**config.mk**
```make
export PLATFORM = sky130hd
export DESIGN_NAME = minterm_unit
export DESIGN_NICKNAME = d
export VERILOG_FILES = /design/src/rtl/minterm_pkg.sv /design/src/rtl/minterm_decoder.sv /design/src/rtl/minterm_unit.sv
export SDC_FILE = /design/constraint.sdc
export NUM_CORES = 1
export LEC_CHECK = 0
export ABC_AREA = 1
export CAP_MARGIN = 20
export CORE_MARGIN = 2
export CORE_UTILIZATION = 48
export DETAILED_ROUTE_END_ITERATION = 6
export GPL_TIMING_DRIVEN = 1
export PLACE_DENSITY = 0.76
export SYNTH_ARGS = -nofsm -noshare
export SYNTH_HDL_FRONTEND = slang
export SYNTH_SLANG_ARGS = --single-unit
```
**constraint.sdc**
```tcl
create_clock -name clock -period 1.55 [get_ports clock]
set_input_delay 0.31 -clock clock [delete_from_list [all_inputs] [get_ports clock]]
set_output_delay 0.31 -clock clock [all_outputs]
set_load 0.02 [all_outputs]
```
**src/rtl/minterm_pkg.sv**
```systemverilog
// rtl/minterm_pkg.sv - shared types and defaults for the minterm unit
package minterm_pkg;

    localparam int N_DEFAULT = 2;

    typedef enum logic [1:0] {
        EMPTY = 2'd0,
        LOAD  = 2'd1,
        RUN   = 2'd2
    } state_e;

endpackage

```
**src/rtl/minterm_decoder.sv**
```systemverilog
// rtl/minterm_decoder.sv - combinational N-to-2**N one-hot minterm decoder
module minterm_decoder #(
    parameter int N = 2,
    localparam int M = 1 << N
) (
    input  logic [N-1:0] x,
    output logic [M-1:0] z
);

    assign z = M'(1) << x;

endmodule

```
**src/rtl/minterm_unit.sv**
```systemverilog
// rtl/minterm_unit.sv - loadable truth table with one-hot minterm decode and handshaked output
// Table is loaded serially (minterm 0 first); accepted x yields z=onehot(x), f=table[x] one cycle later.
module minterm_unit
    import minterm_pkg::*;
#(
    parameter int N = N_DEFAULT,
    localparam int M = 1 << N
) (
    input  logic         clock,
    input  logic         reset,
    input  logic         cfg_start,
    input  logic         cfg_valid,
    input  logic         cfg_bit,
    output logic         cfg_busy,
    input  logic         in_valid,
    output logic         in_ready,
    input  logic [N-1:0] x,
    output logic         out_valid,
    input  logic         out_ready,
    output logic [M-1:0] z,
    output logic         f
);

    localparam int CW = $clog2(M) + 1;

    state_e        state_q, state_d;
    logic [CW-1:0] cnt_q, cnt_d;
    logic [M-1:0]  table_q, table_d;
    logic          out_valid_q, out_valid_d;
    logic [M-1:0]  z_q, z_d;
    logic          f_q, f_d;
    logic [M-1:0]  onehot_x;
    logic          accept;

    minterm_decoder #(.N(N)) u_decoder (
        .x (x),
        .z (onehot_x)
    );

    assign in_ready  = (state_q == RUN) && (!out_valid_q || out_ready);
    assign accept    = in_valid && in_ready;
    assign cfg_busy  = (state_q == LOAD);
    assign out_valid = out_valid_q;
    assign z         = z_q;
    assign f         = f_q;

    always_comb begin
        state_d = state_q;
        cnt_d   = cnt_q;
        table_d = table_q;
        unique case (state_q)
            EMPTY, RUN: begin
                if (cfg_start) begin
                    state_d = LOAD;
                    cnt_d   = '0;
                end
            end
            LOAD: begin
                // A restart rewinds the counter but keeps bits already written.
                if (cfg_start) begin
                    cnt_d = '0;
                end else if (cfg_valid) begin
                    table_d[cnt_q[CW-2:0]] = cfg_bit;
                    cnt_d = cnt_q + CW'(1);
                    if (cnt_q == CW'(M - 1)) begin
                        state_d = RUN;
                    end
                end
            end
            default: state_d = EMPTY;
        endcase
    end

    always_comb begin
        out_valid_d = out_valid_q;
        z_d         = z_q;
        f_d         = f_q;
        if (accept) begin
            out_valid_d = 1'b1;
            z_d         = onehot_x;
            f_d         = table_q[x];
        end else if (out_valid_q && out_ready) begin
            out_valid_d = 1'b0;
        end
    end

    always_ff @(posedge clock or posedge reset) begin
        if (reset) begin
            state_q     <= EMPTY;
            cnt_q       <= '0;
            table_q     <= '0;
            out_valid_q <= 1'b0;
            z_q         <= '0;
            f_q         <= 1'b0;
        end else begin
            state_q     <= state_d;
            cnt_q       <= cnt_d;
            table_q     <= table_d;
            out_valid_q <= out_valid_d;
            z_q         <= z_d;
            f_q         <= f_d;
        end
    end

endmodule

```
* Word-level counts from Yosys, hierarchy flattened
Index checks and enable logic that the tools add are counted.
** Word-level totals
- Register bits :: 15
- Bits of input ports :: 9
- Output and inout bits :: 8
** Operators by class
- Add/sub/neg operators :: 1
- Magnitude comparators :: 3
- Equality and inequality tests :: 8
- Shift-type cells :: 1
- Muxes and demuxes :: 16
- Bitwise logic cells :: 1
- Reduce and logical (&&, ||, !) cells :: 13
** Operators by type and width (number)
- $mux W3 :: 3
- $mux W2 :: 4
- $lt A2 B3 Y1 const B :: 2
- $ne A2 B2 Y1 const B :: 3
- $pmux W3 S2 :: 1
- $reduce_and A3 Y1 :: 2
- $bwmux W4 :: 1
- $logic_and A1 B1 Y1 :: 4
- $mux W1 :: 4
- $pmux W2 S2 :: 1
- $reduce_and A4 Y1 :: 1
- $reduce_bool A2 Y1 :: 2
- $shl A1 B2 Y4 const A :: 1
- $add A3 B1 Y3 const B :: 1
- $eq A3 B2 Y1 const B :: 1
- $ne A3 B3 Y1 const B :: 1
- $bmux W1 S2 :: 1
- $demux W1 S2 :: 1
- $eq A2 B1 Y1 const B :: 1
- $eq A2 B2 Y1 const B :: 1
- $ge A2 B1 Y1 const B :: 1
- $logic_not A2 Y1 :: 1
- $ne A2 B1 Y1 const B :: 1
- $reduce_or A2 Y1 :: 1
- 3 further kinds :: 3

* Logic depth before layout (Yosys ltp)
- Word-level depth :: 5
- Gate-level depth with buffers :: 7
- Depth with buffers taken out :: 7

* By module
Synthesis repeated with hierarchy kept, for this count alone.
** Unflattened totals
- Cells, all modules :: 108
- Area, all modules :: 808.3 um^2
** By module, submodules not included
- minterm_unit :: instances 1, cells an instance 101, area each 782.0 um^2, sequential area each 375.4 um^2
- minterm_decoder :: instances 1, cells an instance 7, area each 26.3 um^2, sequential area each 0.0 um^2

* Least setup slack after synthesis
No wires, ideal clock.
- Path type :: reg-to-reg
- Start :: reg cnt_q[0]
- End :: reg cnt_q[2]
- Library setup time :: 0.076 ns
- Data arrival time :: 1.129 ns
- Data required time :: 1.474 ns
- Setup slack :: 0.344 ns
- Stages on the path, launching flop included :: 6
- Buffers on the path :: 0
- Cell sequence :: dfrtp_1 -> ha_1 -> ha_1 -> nor2_1 -> nand2_1 -> o21ai_1
** Between the ends
- Longest elaborated chain between the ends :: 4
** RTL lines
- from (decl) :: RTL line minterm_unit.sv:27 : logic [CW-1:0] cnt_q, cnt_d;
- from (signal assigned) :: RTL line minterm_unit.sv:97 : cnt_q <= cnt_d;
- $add A3 B1 Y3 :: RTL line minterm_unit.sv:64 : cnt_d = cnt_q + CW'(1);
- $mux W3 :: RTL line minterm_unit.sv:62 : end else if (cfg_valid) begin
- $mux W3 :: RTL line minterm_unit.sv:60 : if (cfg_start) begin
- $pmux W3 S2 :: RTL line minterm_unit.sv:51 : unique case (state_q)
Every way passes these cells. The select of a mux whose other input is x is not followed.
A chain may end at the register's enable or synchronous reset.

* Worst setup path after layout
- Start :: in out_ready
- End :: out in_ready
** Between the ends
- Longest elaborated chain between the ends :: 2
** RTL lines
- from (decl) :: RTL line minterm_unit.sv:19 : input logic out_ready,
- $logic_or A1 B1 Y1 :: RTL line minterm_unit.sv:40 : assign in_ready = (state_q == RUN) && (!out_valid_q || out_ready);
- $logic_and A1 B1 Y1 :: RTL line minterm_unit.sv:40
- to (decl) :: RTL line minterm_unit.sv:16 : output logic in_ready,
Every way passes these cells.

==> results by group <==
Placement
  – Placed cells: 134
  – Port Buffers: 16
  – RePlAce Congestion: 0.7735
  – DP HPWL: 1074 um

Worst setup path
  – Worst endpoint required time: 1.24 ns
  – Reg-to-reg startpoint: cnt_q[0]
  – Crit path DAT: 1.10 ns
  – Kind of critical path: input port to output port
  – Worst Setup SP: out_ready
  – CP endpoint kind: output port
  – Crit path max fanout: 2
  – Crit start category: input port

Logic synthesis
  – Post-synthesis sequential area ratio: 47.17%
  – Syn Inst Count: 97
  – Yosys warns: 0
  – Synthesized area: 795.8 um2
  – Count leader, synth: nand2_1
  – Commonest cells post-synth: 36 x nand2_1, 15 x dfrtp_1, 14 x inv_1
  – Ys async rst share: 100.0%
  – Largest area contributor in the netlist: dfrtp_1
  – Yosys reg bits: 15
  – Post-synth cell types: 18
  – Syn Area/Cell: 8.204 um2
  – Synth top area share: 47.17%
  – Largest cells by area after synthesis: dfrtp_1 47%, nand2_1 17%, ha_1 7.9%
  – Net Count, Synth: 111
  – EDFF count, synth: 0
  – Top FF cell, synth: dfrtp_1

Global route
  – First-pass GRT wire length: 2566 um
  – GRT Util Overall: 18.04%
  – GR Overflow Total: 0
  – Vias in the first global route: 630
  – Initial antenna violation count: 0
  – Largest net degree at the start of global routing: 16

Timing
  – Least-Margin Pin Slew: 0.2034 ns
  – Final Hold Viols: 0
  – Min Tclk post-route: 1.406 ns
  – Period utilization: 90.71%
  – Relative slew slack: 86.33%
  – RSZ-0062 raised after global routing: false
  – Final-report max-slew violation count: 0
  – Final setup violation count: 0
  – F_max: 0.7113 GHz
  – Max Clock Skew: 0.006960 ns

Clocking
  – CTS tree: done
  – Post-CTS setup buffers: 0
  – CTS resizes: 10
  – Skew-Pair Late Insertion Delay: 0.28 ns
  – Clk buf depth: 2
  – Root buf cell: clkbuf_4
  – CTS HTree Levels: 1
  – TritonCTS Buffers: 3
  – Num Clock Sinks: 15
  – Hold buffers post-CTS: 0
  – Clock-pin slew on the worst setup and hold paths: 0.09 ns

Power
  – Int Pwr: 772.8 uW
  – Comb pwr share: 36.3%
  – Clk network pwr share: 18.0%
  – Power Dens Cells: 1178 nW/um2
  – Final Total Pwr: 1.204 mW
  – Maximum VDD drop: 0.6368 mV
  – LEAKAGE: 0.5385 nW
  – P_sw: 431.2 uW
  – Sw Ratio: 35.81%
  – Reg power frac: 45.7%

Floorplanning
  – Chip Width: 44.72 um
  – # rows: 14
  – Initial Utilization: 52.22%
  – Die span in y: 44.72 um
  – CORE AREA: 1524 um2
  – Die ar.: 1999 um2
  – I/O pins: 17

Run status
  – Outcome: finished, final reports clean

Flow run
  – MaxCap Viol Count: 0

Finish
  – Layout cells sized above 1: 15.57%
  – Final Net Count: 137
  – Layout area overhead: 28.46%
  – Ant diodes: 0
  – Cell Count, Final, Fillers Out: 138

Worst hold path
  – HP Class: input port to async pin

Routing
  – WL per Instance: 9.855 um
  – Final wirelength: 1360 um
  – DRT iter0 DRCs: 15
  – Via count: 672
  – Final ANT Viol Nets: 0
  – Pre-Repair DR Iteration Count: 4
  – DRC: 0
  – Via/cell ratio: 4.870
[cells in the final DEF, fill, tap and decap left out, types with 2 or more instances in the layout]
master	n
nand2_1	36
dfrtp_1	15
inv_1	14
clkdlybuf4s50_1	8
o21ai_1	6
dlygate4sd2_1	6
ha_1	5
buf_4	5
o21ai_0	4
nand2_2	3
nor2_1	3
clkbuf_4	3
inv_2	2
[worst max-delay path: stages]
cell and delay [ns]:
clkdlybuf4s50_1 0.42, nor2_1 0.16, nor2_1 0.05, buf_2 0.15
[flip-flops by register name, indices dropped and copies added, names as in the netlist]
signal	flops
z	4
state_q	2
table_q	4
cnt_q	3
out_valid	1
f	1
[per-stage QoR]
stage                     area, um2  worst slack [ns]  util, %  hold WS [ns]  setup TNS [ns]
final                          1022            0.1441    67.08        0.3264               0
after global routing           1022           0.06429    67.08        0.3441               0
after CTS                      1032         0.0002088    67.73        0.3224               0
after detailed placement       1013           -0.3153    66.50        0.4815         -0.3153
after global placement         1013           -0.2921    66.50        0.4636         -0.2921
after floorplan               795.8            0.3445        -        0.2115               0
[area by class of cell]
cell class                      instances  area (um2)
Tap cell                               16       20.02
Timing Repair Buffer                   21       180.2
Fill cell                             135       501.7
Inverter                               16       60.06
Clock buffer                            4       26.28
Sequential cell                        15       375.4
Multi-Input combinational cell         66       360.3
[power groups by stage]
stage | sequential, mW | clock (mW) | combinational (mW)
after floorplan | 0.556 | 0 | 0.294
after global placement | 0.557 | 0 | 0.451
after detailed placement | 0.560 | 0 | 0.463
after CTS | 0.554 | 0.231 | 0.449
after global routing | 0.564 | 0.247 | 0.511
final | 0.551 | 0.216 | 0.437
[worst paths after layout]
path,depth (start not counted),slack [ns],to
max in group asynchronous,3,1.05,cnt_q[1]
max reg2reg,5,0.28,cnt_q[2]
min,3,0.33,out_valid
min reg2reg,2,0.49,z[0]
min in group clock,2,0.49,z[0]
max,4,0.14,in_ready
[layer usage]
metal | vias to the layer above | global-route usage (%) | share of wire (%)
met3 | 2 | 6.000 | 7.1
met5 | - | 0 | 0
met2 | 19 | 27.25 | 48
met4 | 0 | 10.91 | 0.74
li1 | 353 | - | -
met1 | 298 | 22.28 | 44
[cells by family after synthesis]
kind of cell	Yosys count	synth area share, %
compound gates	13	9.121
fa+ha+maj	5	7.862
flops	15	47.17
simple gates	48	28.30
buf+inv	16	7.547
Power figures use the tool's default switching activity.
==> patch 1 (same settings) <==
Set the package constant `N_DEFAULT` to 4 (it was 2).
--- a/src/rtl/minterm_pkg.sv
+++ b/src/rtl/minterm_pkg.sv
@@ -3,3 +3,3 @@
 
-    localparam int N_DEFAULT = 2;
+    localparam int N_DEFAULT = 4;
 
Ports: changed (resized x and z); port bits go from 17 to 31. No check against the original RTL was run, so the function may have changed too.
==> patch 1 against the original RTL <==
Clock power grew to 4.1 times the old value; sequential cell count grew 26; power is 110% higher; fmax is 2.4% lower; synthesized area rose to 2.6 times the old value; worst setup slack lost 0.035 ns; sequential power up 120%; routed wire length rose to 3.1 times the old value; final area increased to 2.6 times the old value; critical path type unchanged; critical endpoint unchanged.
==> patch 1: results (changes against the original RTL) <==
| Metric | Value |
|---|---|
| Wire per inst | 13.1 um (+33%) |
| Pin count of the biggest net entering global routing | 42 (+26) |
| RR Startpoint | state_q[1] |
| Fill cells | 371 (+170%) |
| Worst endpoint data arrival time | 1.13 ns (+0.03 ns) |
| Min Hold Slack | 0.366 ns (+0.0401 ns) |
| Clock root buffer | clkbuf_8 |
| Bufs w/o clock | 51 (+140%) |
| Starting DRT DRC Count | 107 (+92) |
| Non-clock buffer share | 17.0% (-0.67 points) |
| Area contributors post-synth | dfrtp_1, nand2_1, o41ai_1 |
| DP Wirelength | 2980 um (+180%) |
| XOR/XNOR Fraction of Synth Area | 0.423% (+0.42 points) |
| Psw | 655 uW (+52%) |
| Syn nets | 239 (+120%) |
| Final Skew | 0.00527 ns (-0.00169 ns) |
| M1 GR Usage | 25.8% (+3.5 points) |
| Met1 Wirelength | 1950 um (+230%) |
| Synth cell types | 28 (+10) |
| Status | completed |
| Worst R2R Setup Slack | 0.20 ns (-0.08 ns) |
| Post-CTS resize count | 23 (+13) |
| Number of global-route vias before repair | 1,650 (+160%) |
| PwrDens | 930 nW/um^2 (-21%) |
| Layout area overhead | 28.9% |
| Logic gate share of total power | 15.9% (-20 points) |
| Nets | 289 (+110%) |
| Worst R2R Path Depth | 8 (+3) |
| Worst stage delay on the critical path | 0.45 ns (+0.03 ns) |
| Placed cells | 316 (+140%) |
| Multi-input gate count | 149 (+130%) |
| Adder-cell share of the synthesized area | 3.02% (-4.8 points) |
| Share of cells above drive strength 1 | 16.1% (+0.48 points) |
| Worst VDD drop | 0.447 mV (-30%) |
| Leak | 1.40 nW (+160%) |
| P_seq | 1.20 mW (+120%) |
| Met3 usage | 5.38% (-0.62 points) |
| Port Buf Inserts | 30 (+14) |
| GRT Total Usage | 19.5% (+1.5 points) |
| H-tree Lvls | 2 (+1) |
| Synth Register Bits | 41 (+26) |
| Register Area | 1030 um^2 (+170%) |
| Reg2reg end | table_q[10] |
| Placed standard-cell area | 2580 um^2 (+150%) |
| Total Routed Length | 4250 um (+210%) |
| Pre-CTS setup slack | -0.353 ns (-0.0372 ns) |
| CTS Buf Count | 5 (+2) |
| Cells after Synth | 223 (+130%) |
| Worst-margin pin slew | 0.470 ns (+0.266 ns) |
| Post-synthesis sequential area ratio | 49.5% (+2.3 points) |
## patch 1: changes by cell type in the layout (fill, tap and decap cells not counted), moves of 4 or more
cell	delta
nand3_1	+7
nor2_8	+4
clkbuf_8	+6
o21ai_1	-6
buf_4	+15
inv_1	+6
dlygate4sd2_1	+12
dfrtp_1	+26
o41ai_1	+14
nand2_1	+25
a31oi_1	+15
a21oi_1	+17
## patch 1: worst max-delay path by stage
stage	from	end	slack, ns	cells after the start
floorplan	cnt_q[0]	cnt_q[4]	0.20	5
global placement	out_ready	in_ready	-0.35	6
detailed placement	out_ready	in_ready	-0.35	6
CTS	state_q[1]	cfg_busy	0.01	4
global route	out_ready	in_ready	0.008	6
finish	out_ready	in_ready	0.11	6
## patch 1: cells by family (layout without fill, tap and decap cells)
kind of cell             count (synthesis)  count (layout)
AO/OA/AOI/OAI                           57              57
buffers and inverters                   33              84
flip-flops                              41              41
adder cells (fa/ha/maj)                  5               5
XOR/XNOR                                 1               1
AND/OR/NAND/NOR                         86              86
==> patch 2 (same settings) <==
Made on the original files. Re-encode `state_e` (3 states) as one-hot, 3 bits wide.
--- a/src/rtl/minterm_pkg.sv
+++ b/src/rtl/minterm_pkg.sv
@@ -5,6 +5,6 @@
 
-    typedef enum logic [1:0] {
-        EMPTY = 2'd0,
-        LOAD  = 2'd1,
-        RUN   = 2'd2
+    typedef enum logic [2:0] {
+        EMPTY = 3'b001,
+        LOAD  = 3'b010,
+        RUN   = 3'b100
     } state_e;
Formal check against the unedited RTL: no difference found for any inputs over 10 cycles, from zero or initial values and one cycle with reset high; not proved beyond that.
==> patch 2 against the original RTL <==
Worst setup slack got worse by 0.060 ns; final area increased by 9.4%; power increased by 30%; core utilization decreased by 1.6 points; routed wire length increased by 17%; synthesized area increased by 8.3%; non-clock buffer count increased by 1; sequential cell count increased by 1; count of clock-buffer cells in the layout unchanged; largest power group is now combinational cells; first-iteration DRC count decreased by 33%; synthesized cell count increased by 10%.
==> patch 2: results (changes against the original RTL) <==
| Metric | Value |
|---|---|
| Asr flop ratio synth | 100% (unchanged) |
| Global-route wire length before repair | 2640 um (+2.7%) |
| Final non-filler cell total | 158 (+14%) |
| Antenna Cells | 0 (unchanged) |
| Starting DRT DRC Count | 10 (-5) |
| Share of cells above drive strength 1 | 18.0% (+2.5 points) |
| Worst endpoint data arrival time | 1.16 ns (+0.06 ns) |
| CTS Buf Count | 3 (unchanged) |
| Deepest clock path buffer count | 2 (unchanged) |
| Compound-Gate Fraction of Synth Area | 4.06% (-5.1 points) |
| Post-synthesis sequential area ratio | 46.6% (-0.58 points) |
| Top FF cell, synth | dfrtp_1 |
| Nets | 148 (+8.0%) |
| Ys Warns | 0 (unchanged) |
| XOR/XNOR Fraction of Synth Area | 0% (unchanged) |
| Leak | 0.608 nW (+13%) |
| H-tree Lvls | 1 (unchanged) |
| Slew margin rel. | 85.9% (-0.41 points) |
| Adder-cell share of the synthesized area | 7.26% (-0.60 points) |
| Port Buf Inserts | 16 (unchanged) |
| Post-CTS Setup Inserts | 0 (unchanged) |
| Crit Path Max Fanout | 3 (+1) |
| Pin count of the biggest net entering global routing | 17 (+1) |
| Worst Hold Class | in2async |
| Clk slew on worst S/H paths | 0.09 ns (about the same) |
| Pre-CTS setup slack | -0.297 ns (+0.0182 ns) |
| Area contributors post-synth | dfrtp_1, nand2_1, inv_1 |
| Post-Syn Area per Cell | 8.06 um^2 (-1.8%) |
| Post-synthesis mux area share | 0% (unchanged) |
| Vias per cell | 4.70 (-3.4%) |
| GP Congestion | 0.788 (+1.8%) |
| Total Routed Length | 1590 um (+17%) |
| Synth cell types | 17 (-1) |
| Top cells by count, synth | nand2_1, inv_1, dfrtp_1 |
| Initial antenna violation count | 0 (unchanged) |
| Final Skew | 0.000533 ns (-0.00643 ns) |
| GRT Total Usage | 17.5% (-0.53 points) |
| Number of global-route vias before repair | 672 (+6.7%) |
| Worst-Skew Late Latency | 0.28 ns (about the same) |
| Drt pass-1 iters | 4 (unchanged) |
| Status | completed |
| DP Wirelength | 1270 um (+18%) |
| Clock root buffer | clkbuf_4 |
| Worst VDD drop | 0.798 mV (+25%) |
| Placed standard-cell area | 1100 um^2 (+8.4%) |
| Syn nets | 121 (+9.0%) |
[patch 2: changes by cell type after synthesis, sizes merged]
| cell | change |
|---|---|
| inv | +2 |
| o21a | -1 |
| nand4 | +1 |
| o22ai | -1 |
| dfstp | +1 |
| nand3 | +10 |
| nand2 | -1 |
| nor2 | +4 |
| or2 | -1 |
| o21ai | -4 |
[patch 2: per-layer routing]
metal / routed length [um] / global-route usage, % / share of wire [%] / vias to the layer above
li1: - / - / - / 385
met1: 696 / 21.3 / 44 / 340
met2: 797 / 28.9 / 50 / 14
met3: 67 / 3.92 / 4.2 / 4
met4: 32 / 8.57 / 2.0 / 0
met5: 0 / 0 / 0 / -
[patch 2: power by group]
group          switching (mW)  leakage (nW)  internal (mW)
clock                   0.131        0.0210          0.143
combinational           0.394         0.374          0.255
sequential             0.0902         0.213          0.548
total                   0.615         0.608          0.946
[patch 2: what timing repair did]
| action | in CTS | in global routing |
|---|---|---|
| hold buffers | 0 | 0 |
| endpoints found under the setup margin | 8 | 1 |
| resized for setup | 15 | 1 |
[patch 2: final timing paths]
path	start	endpoint	slack, ns	cells after the start
min in group clock	f	f	0.47	2
min	reset	state_q[2]	0.33	3
max in group asynchronous	reset	state_q[0]	0.98	3
max	state_q[0]	cfg_busy	0.08	4
max reg2reg	state_q[0]	cnt_q[0]	0.26	8
min reg2reg	f	f	0.47	2
[patch 2: cell type report]
class / count / area [um^2]
fill: 147 / 589
timing repair buffer: 22 / 188
tap: 25 / 31.3
multi-input combinational: 73 / 393
clock buffer: 4 / 36.3
inverter: 18 / 67.6
sequential: 16 / 403
[patch 2: worst max-delay path, cell delays in order (launching register included)]
cell	delay, ns
dfstp_2	0.58
inv_2	0.05
nand3_4	0.05
inv_1	0.05
buf_2	0.15
